===== config.mk =====
export PLATFORM = sky130hd
export DESIGN_NAME = instr_encoder
export DESIGN_NICKNAME = d
export VERILOG_FILES = /design/src/rtl/instr_encoder_pkg.sv /design/src/rtl/instr_pack.sv /design/src/rtl/instr_encoder.sv
export SDC_FILE = /design/constraint.sdc
export NUM_CORES = 1
export LEC_CHECK = 0
export ABC_AREA = 1
export CAP_MARGIN = 20
export CORE_MARGIN = 4
export CORE_UTILIZATION = 41
export CTS_CLUSTER_DIAMETER = 30
export DETAILED_ROUTE_END_ITERATION = 8
export PLACE_DENSITY = 0.8
export SLEW_MARGIN = 10
export SYNTH_ARGS = -nofsm -noshare
export SYNTH_HDL_FRONTEND = slang
export SYNTH_SLANG_ARGS = --single-unit

===== constraint.sdc =====
create_clock -name clk -period 2.2 [get_ports clk]
set_clock_uncertainty 0.05 [all_clocks]
set_input_delay 0.44 -clock clk [delete_from_list [all_inputs] [get_ports clk]]
set_output_delay 0.44 -clock clk [all_outputs]
set_load 0.05 [all_outputs]

===== src/rtl/instr_encoder_pkg.sv =====
// Shared encoding constants for the instruction encoder and the control decoder.
// Latency: none (constants and types only).
// Backpressure: not applicable.
package instr_encoder_pkg;

   // Descriptor kind codes carried on in_kind
   localparam logic [2:0] KIND_R       = 3'd0;
   localparam logic [2:0] KIND_LW      = 3'd1;
   localparam logic [2:0] KIND_SW      = 3'd2;
   localparam logic [2:0] KIND_BEQ     = 3'd3;
   localparam logic [2:0] KIND_ADDI    = 3'd4;
   localparam logic [2:0] KIND_ORI     = 3'd5;
   localparam logic [2:0] KIND_J       = 3'd6;
   localparam logic [2:0] KIND_ILLEGAL = 3'd7;

   // Primary opcodes, bits [31:26]; the control decoder imports these same values
   localparam logic [5:0] OP_RTYPE = 6'b000000;
   localparam logic [5:0] OP_LW    = 6'b100011;
   localparam logic [5:0] OP_SW    = 6'b101011;
   localparam logic [5:0] OP_BEQ   = 6'b000100;
   localparam logic [5:0] OP_ADDI  = 6'b001000;
   localparam logic [5:0] OP_ORI   = 6'b001101;
   localparam logic [5:0] OP_J     = 6'b000010;

   // sll $0,$0,0 encodes as all zeros and is the canonical nop
   localparam logic [31:0] INSTR_NOP = 32'h0000_0000;

   // Load-control states; PAD exists only when nop padding is built in
   typedef enum logic [1:0] {
      ST_IDLE,
      ST_RUN,
      ST_FULL
`ifdef INSTR_ENCODER_NOP_PAD_EN
      ,
      ST_PAD
`endif
   } state_e;

endpackage : instr_encoder_pkg


===== src/rtl/instr_pack.sv =====
// Packs one instruction descriptor into a 32-bit MIPS word; flags kinds with no encoding.
// Latency: purely combinational.
// Backpressure: none; the caller decides when the result is used.
module instr_pack
   import instr_encoder_pkg::*;
(
   input  logic [2:0]  kind,
   input  logic [4:0]  rs,
   input  logic [4:0]  rt,
   input  logic [4:0]  rd,
   input  logic [4:0]  shamt,
   input  logic [5:0]  funct,
   input  logic [15:0] imm,
   input  logic [25:0] target,
   output logic [31:0] word,
   output logic        illegal
);

   // Select the field layout by kind; fields not in the format are ignored
   always_comb begin
      word    = INSTR_NOP;
      illegal = 1'b0;
      case (kind)
         KIND_R:    word = {OP_RTYPE, rs, rt, rd, shamt, funct};
         KIND_LW:   word = {OP_LW,   rs, rt, imm};
         KIND_SW:   word = {OP_SW,   rs, rt, imm};
         KIND_BEQ:  word = {OP_BEQ,  rs, rt, imm};
         KIND_ADDI: word = {OP_ADDI, rs, rt, imm};
         KIND_ORI:  word = {OP_ORI,  rs, rt, imm};
         KIND_J:    word = {OP_J, target};
         default:   illegal = 1'b1;
      endcase
   end

endmodule : instr_pack


===== src/rtl/instr_encoder.sv =====
// Encodes instruction descriptors into sequentially addressed words for instruction-memory fill.
// Latency: one cycle from input accept to out_valid; one word per cycle sustained.
// Backpressure: in_ready drops while a held output word is stalled; optional nop padding
// is enabled with the INSTR_ENCODER_NOP_PAD_EN macro (adds the flush input).
module instr_encoder
   import instr_encoder_pkg::*;
#(
   parameter int DEPTH  = 64,
   parameter int ADDR_W = 6
) (
   input  logic              clk,
   input  logic              reset_n,
   input  logic              start,
`ifdef INSTR_ENCODER_NOP_PAD_EN
   input  logic              flush,
`endif
   input  logic              in_valid,
   output logic              in_ready,
   input  logic [2:0]        in_kind,
   input  logic [4:0]        in_rs,
   input  logic [4:0]        in_rt,
   input  logic [4:0]        in_rd,
   input  logic [4:0]        in_shamt,
   input  logic [5:0]        in_funct,
   input  logic [15:0]       in_imm,
   input  logic [25:0]       in_target,
   output logic              out_valid,
   input  logic              out_ready,
   output logic [31:0]       out_instr,
   output logic [ADDR_W-1:0] out_addr,
   output logic              done,
   output logic              err
);

   // Counter is one bit wider than the address so it can reach DEPTH itself
   localparam logic [ADDR_W:0] LAST_IDX = (ADDR_W + 1)'(DEPTH - 1);
   localparam logic [ADDR_W:0] CNT_ONE  = (ADDR_W + 1)'(1);

   state_e            state_q,     state_d;
   logic              out_valid_q, out_valid_d;
   logic [31:0]       out_instr_q, out_instr_d;
   logic [ADDR_W-1:0] out_addr_q,  out_addr_d;
   logic [ADDR_W:0]   count_q,     count_d;
   logic              done_q,      done_d;
   logic              err_q,       err_d;

   logic [31:0] pack_word;
   logic        pack_illegal;
   logic        slot_free;
   logic        flush_req;
   logic        accept;

   instr_pack u_pack (
      .kind    (in_kind),
      .rs      (in_rs),
      .rt      (in_rt),
      .rd      (in_rd),
      .shamt   (in_shamt),
      .funct   (in_funct),
      .imm     (in_imm),
      .target  (in_target),
      .word    (pack_word),
      .illegal (pack_illegal)
   );

`ifdef INSTR_ENCODER_NOP_PAD_EN
   assign flush_req = flush;
`else
   assign flush_req = 1'b0;
`endif

   // Output slot can take a new word if empty or being drained this cycle.
   // start and flush both win over a same-cycle descriptor, so they block the accept.
   always_comb begin
      slot_free = !out_valid_q || out_ready;
      in_ready  = (state_q == ST_RUN) && slot_free && !start && !flush_req;
      accept    = in_valid && in_ready;
   end

   // Next-state computation for the load FSM, counter and output register
   always_comb begin
      state_d     = state_q;
      out_valid_d = out_valid_q;
      out_instr_d = out_instr_q;
      out_addr_d  = out_addr_q;
      count_d     = count_q;
      err_d       = err_q;

      if (start) begin
         // A pending word is dropped; the load restarts at address 0
         state_d     = ST_RUN;
         out_valid_d = 1'b0;
         count_d     = '0;
         err_d       = 1'b0;
      end else begin
         if (out_valid_q && out_ready) begin
            out_valid_d = 1'b0;
         end
         case (state_q)
            ST_IDLE: begin
               state_d = ST_IDLE;
            end
            ST_RUN: begin
               if (accept) begin
                  if (pack_illegal) begin
                     // Consumed but not emitted; address sequence stays dense
                     err_d = 1'b1;
                  end else begin
                     out_valid_d = 1'b1;
                     out_instr_d = pack_word;
                     out_addr_d  = count_q[ADDR_W-1:0];
                     count_d     = count_q + CNT_ONE;
                     if (count_q == LAST_IDX) begin
                        state_d = ST_FULL;
                     end
                  end
               end
`ifdef INSTR_ENCODER_NOP_PAD_EN
               else if (flush_req) begin
                  state_d = ST_PAD;
               end
`endif
            end
`ifdef INSTR_ENCODER_NOP_PAD_EN
            ST_PAD: begin
               // Fill the remaining addresses with nops, one per free output slot
               if (slot_free) begin
                  out_valid_d = 1'b1;
                  out_instr_d = INSTR_NOP;
                  out_addr_d  = count_q[ADDR_W-1:0];
                  count_d     = count_q + CNT_ONE;
                  if (count_q == LAST_IDX) begin
                     state_d = ST_FULL;
                  end
               end
            end
`endif
            ST_FULL: begin
               state_d = ST_FULL;
            end
            default: begin
               state_d = ST_IDLE;
            end
         endcase
      end

      // done is registered and rises together with the final word leaving
      done_d = (state_d == ST_FULL) && !out_valid_d;
   end

   // State and output registers, cleared asynchronously
   always_ff @(posedge clk or negedge reset_n) begin
      if (!reset_n) begin
         state_q     <= ST_IDLE;
         out_valid_q <= 1'b0;
         out_instr_q <= '0;
         out_addr_q  <= '0;
         count_q     <= '0;
         done_q      <= 1'b0;
         err_q       <= 1'b0;
      end else begin
         state_q     <= state_d;
         out_valid_q <= out_valid_d;
         out_instr_q <= out_instr_d;
         out_addr_q  <= out_addr_d;
         count_q     <= count_d;
         done_q      <= done_d;
         err_q       <= err_d;
      end
   end

   assign out_valid = out_valid_q;
   assign out_instr = out_instr_q;
   assign out_addr  = out_addr_q;
   assign done      = done_q;
   assign err       = err_q;

endmodule : instr_encoder


==> flow_metrics.tcl, run 1 <==
set metrics [dict create \
    status "completed" \
    cts_tree "done" \
    cellPowerDensity_nw_per_um2 784 \
    post-cts-setup-buffer-count 0 \
    dp_hpwl_mm 5.79 \
    die_h_um 86.3 \
    grt_pass1_vias 2667 \
    ys_top_cells_by_count "nand2_1 (77), dfrtp_1 (49), nand3_1 (48), nor2_1 (47), a21oi_1 (22)" \
    grt_pass1_wl_mm 12.5 \
    hold_path.class "primary input to asynchronous set/reset pin" \
    cp-start-kind "flip-flop" \
    fin_crit_ns 2.00 \
    cts_buffers 5 \
    fmax_ghz 0.500 \
    path_delay_family "buffers and inverters" \
    maxCapViolCount 0 \
    synth_most_common_cell "nand2_1" \
    syn-num-nets 404 \
    grt_usage_pct 20.9 \
    combPwrFrac_pct 44.1 \
    syn_area_um2 2510 \
    dp_cells 511 \
    postRouteAntennaNets 0 \
    endpoint_kind "output pin" \
    worstSetupPathType "flip-flop to output pin" \
    syn_to_final_growth_pct 55.1 \
    clockBufferDepth 2 \
    intPower_uw 1780 \
    drive_gt1_share_pct 6.98 \
    yosys.area.top_type "dfrtp_1" \
    cts.htree.levels 2 \
    drt_iter0_drc 84 \
    synth_top_area_share_pct 48.8 \
    clkPwrFrac_pct 18.3 \
    die_area_um2 7440 \
    nets 522 \
    cp.required_ns 1.71 \
    ys_ff_latch 49 \
    cpMaxStageDelayCell "clkdlybuf4s50_1" \
    final_area_um2 3900 \
    wl_per_cell_um 14.5 \
    power_uw 3060 \
    synth_cell_types 28 \
    synth_edf_count 0 \
    finalMaxSlewViolations 0 \
    switchingPower_uw 1270 \
    ioPinCount 118 \
    io_buffers 116 \
    ys.warnings.count 0 \
    p_leak_uw 0.00178 \
    worstPathBufferInverterCount 1 \
    p_sw_share_pct 41.7 \
    synth.yosys.seq_area_share_pct 48.8 \
    initial_core_util_pct 42.4 \
    postCtsHoldBufs 0 \
    slowest_delay_ns 0.84 \
    setup_tns_ns 0 \
    root_buffer "clkbuf_8" \
    placed_cell_area_um2 3800 \
    grt_max_degree 29 \
    firstDrtPassIters 4 \
    n_fill_cell 522 \
    instances_no_fill 519 \
    n_antenna_cell 0 \
    tightest_slew_ns 0.653 \
    die_w_um 86.3 \
    core_um2 5920 \
    period_share_pct 91.0 \
    syn_avg_cell_area_um2 7.73 \
    cts_sinks 49 \
    vias 2628 \
    clk_pin_slew_worst_paths_ns 0.09 \
    netlist_instances 325 \
    setup_violations 0 \
    synth_area_leaders "dfrtp_1 (49%), nand2_1 (12%), nand3_1 (9.6%)" \
    worstPathCellList "clkdlybuf4s50_1" \
    wirelength_mm 7.53 \
    synth_ff_type "dfrtp_1" \
    power_frac_seq_pct 37.6 \
    worstPathArrival_ns 1.51 \
    drc 0 \
    gp_congestion 0.839 \
    rsz0062_at_grt "false" \
    slew-limit-headroom_pct 56.4 \
    peakVddDrop_v 0.000445 \
    hold_viol 0 \
    antenna_found_initial 0 \
    clk_latency_ns 0.31 \
    via_per_inst 5.06 \
    ys_async_sr_fraction_pct 100 \
    post_cts_resized 0 \
    rows 28 \
    gr-total-overflow 0 \
    cp_max_fo 2 \
]
routing by layer:
metal | share of wire, % | GRT usage, % | up-vias
met5 | 0 | 0 | -
met4 | 2.5 | 7.51 | 0
met3 | 7.0 | 3.90 | 17
met2 | 50 | 36.3 | 105
met1 | 41 | 25.9 | 1207
li1 | - | - | 1299
state kept, by name (all words and copies together) (netlist names):
signal / count
done: 1
state_q: 2
count_q: 7
out_valid: 1
out_instr: 31
err: 1
out_addr: 6
cells in the final DEF, fill, tap and decap left out, drive strengths merged:
| cell type | count |
|---|---|
| nor2 | 49 |
| or2 | 1 |
| buf | 15 |
| clkinvlp | 1 |
| o21bai | 1 |
| nor3 | 2 |
| a31oi | 11 |
| dfrtp | 49 |
| a22o | 1 |
| ha | 3 |
| inv | 20 |
| o21ai | 18 |
| conb | 1 |
| xor2 | 1 |
| nand4 | 1 |
| clkinv | 2 |
| clkdlybuf4s50 | 114 |
| o31ai | 1 |
| clkbuf | 5 |
| a21oi | 22 |
| nand2 | 77 |
| nand3 | 49 |
stage by stage:
stage	setup slack [ns]	hold slack [ns]	utilization (%)
2_1_floorplan	0.316	0.0944	-
3_3_place_gp	0.132	0.404	64.2
3_5_place_dp	0.0704	0.411	64.2
4_1_cts	0.197	0.0888	65.8
5_1_grt	0.148	0.106	65.8
6_report	0.199	0.0715	65.8
logic make-up after synthesis:
kind of cell,count (synthesis),share of synthesized area [%]
simple gates,179,30.1
compound gates,54,11.8
flops,49,48.8
buf+inv,38,7.32
fa+ha+maj,3,1.49
xor+xnor,1,0.349
other cells,1,0.149
power groups by stage:
stage	logic (uW)	clock network, uW	registers, uW
floorplan	274	0	1670
global placement	1330	0	1160
detailed placement	1360	0	1160
CTS	1360	569	1150
global route	1420	601	1170
finish	1350	559	1150
worst paths after layout:
kind | from | end | slack, ns | cells past startpoint
worst min register to register | out_addr[0]$_DFFE_PN0P_ | out_addr[0]$_DFFE_PN0P_ | 0.43 | 2
worst max register to register | state_q[1]$_DFF_PN0_ | out_instr[0]$_DFFE_PN0P_ | 0.43 | 10
max in group asynchronous | reset_n | out_valid$_DFF_PN0_ | 1.49 | 2
worst max-delay path | out_instr[2]$_DFFE_PN0P_ | out_instr[2] | 0.20 | 1
min in group clk | out_addr[0]$_DFFE_PN0P_ | out_addr[0]$_DFFE_PN0P_ | 0.43 | 2
worst min-delay path | reset_n | out_instr[15]$_DFFE_PN0P_ | 0.07 | 1
area by class of cell:
| cell class | count | area (um^2) | share of cell area (%) |
|---|---|---|---|
| timing repair buffer | 129 | 1300 | 33.4 |
| sequential | 49 | 1230 | 31.5 |
| multi-input combinational | 238 | 1110 | 28.4 |
| clock buffer | 5 | 68.8 | 1.77 |
| tap | 75 | 93.8 | 2.41 |
| clock inverter | 3 | 25.0 | 0.642 |
| inverter | 20 | 75.1 | 1.93 |
(Power assumes the default switching activity.)
==> run 2: changes to the inputs <==
--- a/config.mk
+++ b/config.mk
@@ -12,6 +12,7 @@
 export CTS_CLUSTER_DIAMETER = 30
 export DETAILED_ROUTE_END_ITERATION = 8
 export PLACE_DENSITY = 0.8
+export SKIP_CTS_REPAIR_TIMING = 1
 export SLEW_MARGIN = 10
 export SYNTH_ARGS = -nofsm -noshare
 export SYNTH_HDL_FRONTEND = slang
==> results of run 2 <==
Final layout, timing and power as in run 1 (identical DEF).
